`src/rtl/arb_req_frontend.sv`:
```
`default_nettype none
// ============================================================================
// Module      : arb_req_frontend
// Description : Request front end for a 4-way arbiter. Each of four clients
//               pushes command words into its own FIFO. While a FIFO holds
//               data, its req_n is raised to the arbiter. When gnt_n arrives
//               the head word is moved into a single registered output slot,
//               tagged with its source index. The slot uses a valid/ready
//               handshake toward the shared downstream resource.
// Ports       : clk, rst (sync, active-high)
//               in_valid_n / in_data_n / in_ready_n : client n push interface
//               req_n / gnt_n                       : arbiter interface
//               out_valid / out_data / out_src / out_ready : output slot
//               multi_gnt_err                       : sticky multi-grant flag
// Revision    : 1.0 - initial release
// ============================================================================
module arb_req_frontend #(
    parameter int DATA_W = 8,
    parameter int PTR_W  = 2
) (
    input  logic              clk,
    input  logic              rst,
    input  logic              in_valid_0,
    input  logic              in_valid_1,
    input  logic              in_valid_2,
    input  logic              in_valid_3,
    input  logic [DATA_W-1:0] in_data_0,
    input  logic [DATA_W-1:0] in_data_1,
    input  logic [DATA_W-1:0] in_data_2,
    input  logic [DATA_W-1:0] in_data_3,
    output logic              in_ready_0,
    output logic              in_ready_1,
    output logic              in_ready_2,
    output logic              in_ready_3,
    output logic              req_0,
    output logic              req_1,
    output logic              req_2,
    output logic              req_3,
    input  logic              gnt_0,
    input  logic              gnt_1,
    input  logic              gnt_2,
    input  logic              gnt_3,
    output logic              out_valid,
    output logic [DATA_W-1:0] out_data,
    output logic [1:0]        out_src,
    input  logic              out_ready,
    output logic              multi_gnt_err
);

    localparam int c_DEPTH = 2 ** PTR_W;

    logic [3:0]             w_in_valid;
    logic [3:0][DATA_W-1:0] w_in_data;
    logic [3:0]             w_gnt;
    logic [3:0]             w_in_ready;
    logic [3:0]             w_nonempty;
    logic [3:0]             w_push;
    logic [3:0]             w_pop;
    logic [3:0][DATA_W-1:0] w_head;
    logic [3:0]             w_gnt_ok;
    logic [1:0]             w_sel;
    logic                   w_sel_ok;
    logic                   w_slot_free;
    logic                   w_multi_gnt;

    logic                   r_out_valid;
    logic [DATA_W-1:0]      r_out_data;
    logic [1:0]             r_out_src;
    logic                   r_multi_gnt_err;

    assign w_in_valid = {in_valid_3, in_valid_2, in_valid_1, in_valid_0};
    assign w_in_data  = {in_data_3, in_data_2, in_data_1, in_data_0};
    assign w_gnt      = {gnt_3, gnt_2, gnt_1, gnt_0};

    // ------------------------------------------------------------------
    // Per-client FIFOs
    // ------------------------------------------------------------------
    for (genvar n = 0; n < 4; n++) begin : g_fifo
        logic [DATA_W-1:0] r_mem [c_DEPTH];
        logic [PTR_W-1:0]  r_wptr;
        logic [PTR_W-1:0]  r_rptr;
        logic [PTR_W:0]    r_cnt;

        // Count never exceeds DEPTH, so its MSB alone marks "full".
        assign w_in_ready[n] = ~r_cnt[PTR_W];
        assign w_nonempty[n] = (r_cnt != '0);
        assign w_push[n]     = w_in_valid[n] & w_in_ready[n];
        assign w_head[n]     = r_mem[r_rptr];

        // Contents are intentionally left unreset; pointers/count gate them.
        always_ff @(posedge clk) begin
            if (w_push[n] && !rst) begin
                r_mem[r_wptr] <= w_in_data[n];
            end
        end

        always_ff @(posedge clk) begin
            if (rst) begin
                r_wptr <= '0;
                r_rptr <= '0;
                r_cnt  <= '0;
            end else begin
                if (w_push[n]) begin
                    r_wptr <= r_wptr + 1'b1;
                end
                if (w_pop[n]) begin
                    r_rptr <= r_rptr + 1'b1;
                end
                case ({w_push[n], w_pop[n]})
                    2'b10:   r_cnt <= r_cnt + 1'b1;
                    2'b01:   r_cnt <= r_cnt - 1'b1;
                    default: r_cnt <= r_cnt;
                endcase
            end
        end
    end

    // ------------------------------------------------------------------
    // Pop selection: lowest-index granted FIFO that actually has data.
    // Grants to empty FIFOs are ignored (a registered arbiter may lag).
    // ------------------------------------------------------------------
    assign w_gnt_ok    = w_gnt & w_nonempty;
    assign w_slot_free = ~r_out_valid | out_ready;
    assign w_multi_gnt = ((w_gnt & (w_gnt - 4'd1)) != 4'd0);

    always_comb begin
        w_sel    = 2'd0;
        w_sel_ok = 1'b0;
        for (int n = 3; n >= 0; n--) begin
            if (w_gnt_ok[n]) begin
                w_sel    = 2'(n);
                w_sel_ok = 1'b1;
            end
        end
    end

    assign w_pop = (w_sel_ok && w_slot_free) ? (4'b0001 << w_sel) : 4'b0000;

    // ------------------------------------------------------------------
    // Output slot and error flag
    // ------------------------------------------------------------------
    always_ff @(posedge clk) begin
        if (rst) begin
            r_out_valid     <= 1'b0;
            r_out_data      <= '0;
            r_out_src       <= 2'd0;
            r_multi_gnt_err <= 1'b0;
        end else begin
            if (w_pop != 4'b0000) begin
                r_out_valid <= 1'b1;
                r_out_data  <= w_head[w_sel];
                r_out_src   <= w_sel;
            end else if (out_ready) begin
                r_out_valid <= 1'b0;
            end
            if (w_multi_gnt) begin
                r_multi_gnt_err <= 1'b1;
            end
        end
    end

    assign in_ready_0    = w_in_ready[0];
    assign in_ready_1    = w_in_ready[1];
    assign in_ready_2    = w_in_ready[2];
    assign in_ready_3    = w_in_ready[3];
    assign req_0         = w_nonempty[0];
    assign req_1         = w_nonempty[1];
    assign req_2         = w_nonempty[2];
    assign req_3         = w_nonempty[3];
    assign out_valid     = r_out_valid;
    assign out_data      = r_out_data;
    assign out_src       = r_out_src;
    assign multi_gnt_err = r_multi_gnt_err;

endmodule
`default_nettype wire

```
`config.mk`:
```
export PLATFORM = sky130hd
export DESIGN_NAME = arb_req_frontend
export DESIGN_NICKNAME = d
export VERILOG_FILES = /design/src/rtl/arb_req_frontend.sv
export SDC_FILE = /design/constraint.sdc
export NUM_CORES = 1
export LEC_CHECK = 0
export CELL_PAD_IN_SITES_DETAIL_PLACEMENT = 1
export CELL_PAD_IN_SITES_GLOBAL_PLACEMENT = 1
export CORE_MARGIN = 4
export CORE_UTILIZATION = 45
export CTS_BUF_LIST = sky130_fd_sc_hd__clkbuf_8
export DETAILED_ROUTE_END_ITERATION = 8
export GPL_TIMING_DRIVEN = 0
export PLACE_DENSITY = 0.88
export REMOVE_ABC_BUFFERS = 1
export SLEW_MARGIN = 20
export SYNTH_ARGS = -nofsm -noshare
export SYNTH_HDL_FRONTEND = slang
export SYNTH_SLANG_ARGS = --single-unit
```
`constraint.sdc`:
```
create_clock -name clk -period 2.4 [get_ports clk]
set_clock_uncertainty 0.15 [all_clocks]
set_input_delay 0.48 -clock clk [delete_from_list [all_inputs] [get_ports clk]]
set_output_delay 0.48 -clock clk [all_outputs]
set_load 0.01 [all_outputs]
```
==> metrics.md, run 1 <==
| Metric | Value |
|---|---|
| Root Driver | clkbuf_8 |
| Final GP Congestion | 0.766 |
| Clock Latency Late Sink | 0.47 ns |
| PnR worst setup slack | -0.0488 ns |
| Synthesis-to-layout area growth | 20.3% |
| Total track usage | 19.9% |
| Fin area | 0.00863 mm^2 |
| Synth warn | 0 |
| Die H | 134 um |
| Final period util | 102% |
| PwrDens | 1050 mW/mm^2 |
| Die Footprint | 0.0180 mm^2 |
| Cells after Synth | 472 |
| Max clock buf depth | 2 |
| CTS Hold Bufs | 0 |
| Fin Hold WS | 0.279 ns |
| Failing checks | setup timing |
| Io pins | 63 |
| Critical Path Fanout Max | 4 |
| Setup TNS Final | -0.110 ns |
| Fin crit period | 2.45 ns |
| Layout net count | 615 |
| Die W | 134 um |
| Residual DRC | 0 |
| Final core occ | 56.0% |
| H-tree Lvls | 4 |
| Slew Viols, Final | 0 |
| Leakage | 2.85 nW |
| Crit start category | input port |
| Seq/Total Area, Yosys | 66.9% |
| Layout cells sized above 1 | 20.0% |
| FF+latch area | 0.00482 mm^2 |
| Overflow after GRT | 0 |
| Status | complete, but fails checks |
| Initial Util | 46.5% |
| Clock sink count | 176 |
| CTS Buf Count | 17 |
| Setup-failing EPs final | 4 |
| Area of the multi-input gates | 0.00231 mm^2 |
| DR vias | 4172 |
| Crit Path Class | input port to flop |
| CTS tree | done |
| Port bufs | 62 |
| Dpl cells | 726 |
| Drt first pass iters | 4 |
| Routed Antenna Nets | 0 |
| Worst VDD drop | 0.481 mV |
| Filler cells | 1497 |
| Detailed Route WL | 16.8 mm |
| Worst Path Buf+Inv | 3 |
| Core box area | 0.0154 mm^2 |
| Slew @ Worst Pin | 0.768 ns |
| Via density per instance | 5.40 |
| Drt initial violations | 251 |
| RSZ-0062 raised after global routing | yes |
| Fmax | 408 MHz |
| Seq cells post-synth | 176 |
| Initial antenna violation count | 0 |
| Final hold vios | 0 |
| Vias in the first global route | 4715 |
| CP Data Required Time | 2.64 ns |
| Num rows | 45 |
| Max Cap Viol | 0 |
| First-pass GRT wire length | 26.6 mm |
| Crit-path cells | dlygate4sd2_1 > o31ai_4 > buf_4 > nor2_2 > ha_2 > inv_1 > fa_1 > xor2_1 > or3_1 > a21oi_1 |
| Pin count of the biggest net entering global routing | 30 |
| CP arrival | 2.69 ns |
| Slowest CP cell | fa_1 |
| CTS clk-pin slew, worst paths | 0.10 ns |
| Worst Hold Class | input port to flop |
| Rel. slew slack | 48.8% |
| Critical Path End Type | flop |
| Wire per inst | 21.7 um |
| Synth Cell Area | 0.00718 mm^2 |
| CP peak stage delay | 0.41 ns |
| Dpl cell area | 0.00800 mm^2 |
| Distinct cells, synth | 36 |
| Avg Inst Size Synth | 15.2 um^2 |
| HPWL after DPL | 11.7 mm |
| Final Non-Filler Cells | 772 |
| Delay-heaviest family, CP | buffers and inverters |
| Antenna diodes | 0 |
## final cells by class
class / instances / share of cell area [%]
inverter: 31 / 1.35
sequential: 176 / 55.8
timing repair buffer: 77 / 8.67
clock inverter: 15 / 1.67
multi-input combinational: 245 / 26.8
clock buffer: 17 / 2.71
tap: 211 / 3.06
## sequential cells by signal, indices dropped and copies added (netlist names), named ones only
signal and flops:
g_fifo.r_rptr 8, out_data 8, g_fifo.r_wptr 8, g_fifo.r_mem 128
multi_gnt_err 1, out_src 2, out_valid 1, g_fifo.r_cnt 12
## cell usage in the layout (no fill, tap or decap), types with 3 or more instances in the layout
cell               n
inv_1             30
nand2_1            9
a21oi_2            3
dfxtp_2            6
dfxtp_1           41
o21ai_0            7
clkinv_2           4
clkdlybuf4s50_1   58
a22oi_1            8
clkbuf_8          17
o31ai_1            3
edfxtp_1         128
a21o_1             8
fa_2               3
xor2_1             8
ha_1              16
nor2_1            46
or3_1              5
mux4_2            32
a311oi_1           8
a21oi_1           19
buf_4             13
clkinvlp_4         3
nand3_1           13
nor2b_1            4
and2_1            16
o31ai_4            3
dlygate4sd2_1      3
xnor2_1            7
## layer usage
layer	vias up	GRT usage [%]	share of wire, %
li1	1903	-	-
met1	2130	24.4	40
met2	115	34.0	52
met3	24	5.10	5.4
met4	0	7.41	2.1
met5	-	0	0
## cells in the mapped netlist (all sizes together)
library cell,n,area [um^2]
nor4b,1,8.76
a211oi,1,7.51
xor2,9,78.8
nand2,10,37.5
ha,20,250
dfxtp,48,961
nand2b,1,6.26
clkbuf,8,30.0
inv,31,116
a41oi,1,8.76
mux4,32,721
o21ai,7,35.0
or4,2,15.0
o22ai,1,6.26
edfxtp,128,3840
and2,16,100
o31ai,6,68.8
fa,4,80.1
nor3,2,10.0
a22oi,8,60.1
maj3,1,10.0
buf,12,60.1
o31a,3,26.3
a311oi,8,70.1
nand3,14,75.1
a21o,8,60.1
xnor2,7,61.3
nor2,49,184
a21oi,22,110
or3,7,43.8
nor2b,5,31.3
## repair_timing
item | CTS | global route
resized for setup | 24 | 19
pin swaps | 10 | 11
endpoints found under the setup margin | 18 | 10
setup buffers | 9 | 5
gates cloned | 0 | 0
## metrics by stage
step                      setup WS, ns  total power, mW
after floorplan                 -0.283             5.66
after global placement          -0.853             6.52
after detailed placement        -0.929             6.76
after CTS                      -0.0471             8.96
after global routing            -0.127             9.62
final                          -0.0488             9.09
## report_power, final
part           switching (mW)  total (mW)  internal [mW]
combinational            1.57        3.01           1.44
sequential              0.436        4.10           3.66
clock                    1.07        1.98          0.916
## cells by family after synthesis
logic type	Yosys count	synth area share, %
and+or+nand+nor	107	7.13
xor gates and xnor gates	16	1.95
DFF	176	66.9
AOI/OAI and AO/OA	65	6.31
muxes	32	10.0
adders and majority gates	25	4.74
buffers and inverters	51	2.88
## path summary, 6_finish.rpt
kind	to	start	slack [ns]	cells after the start
worst max-delay path	g_fifo[0].r_cnt[2]$_SDFFE_PP0P_	gnt_0	-0.05	10
worst min register to register	multi_gnt_err$_SDFFE_PP0P_	multi_gnt_err$_SDFFE_PP0P_	0.32	2
worst max register to register	g_fifo[1].r_cnt[2]$_SDFFE_PP0P_	g_fifo[0].r_cnt[2]$_SDFFE_PP0P_	-0.04	9
worst min-delay path	g_fifo[1].r_rptr[0]$_SDFFE_PP0P_	rst	0.28	2
Power figures use the tool's default switching activity.
==> run 2, diff against run 1 <==
--- a/config.mk
+++ b/config.mk
@@ -10,6 +10,7 @@
 export CORE_MARGIN = 4
 export CORE_UTILIZATION = 45
 export CTS_BUF_LIST = sky130_fd_sc_hd__clkbuf_8
+export CTS_CLUSTER_DIAMETER = 80
 export DETAILED_ROUTE_END_ITERATION = 8
 export GPL_TIMING_DRIVEN = 0
 export PLACE_DENSITY = 0.88
==> results of run 2 <==
No change in the layout: final DEF, timing and power equal those of run 1.
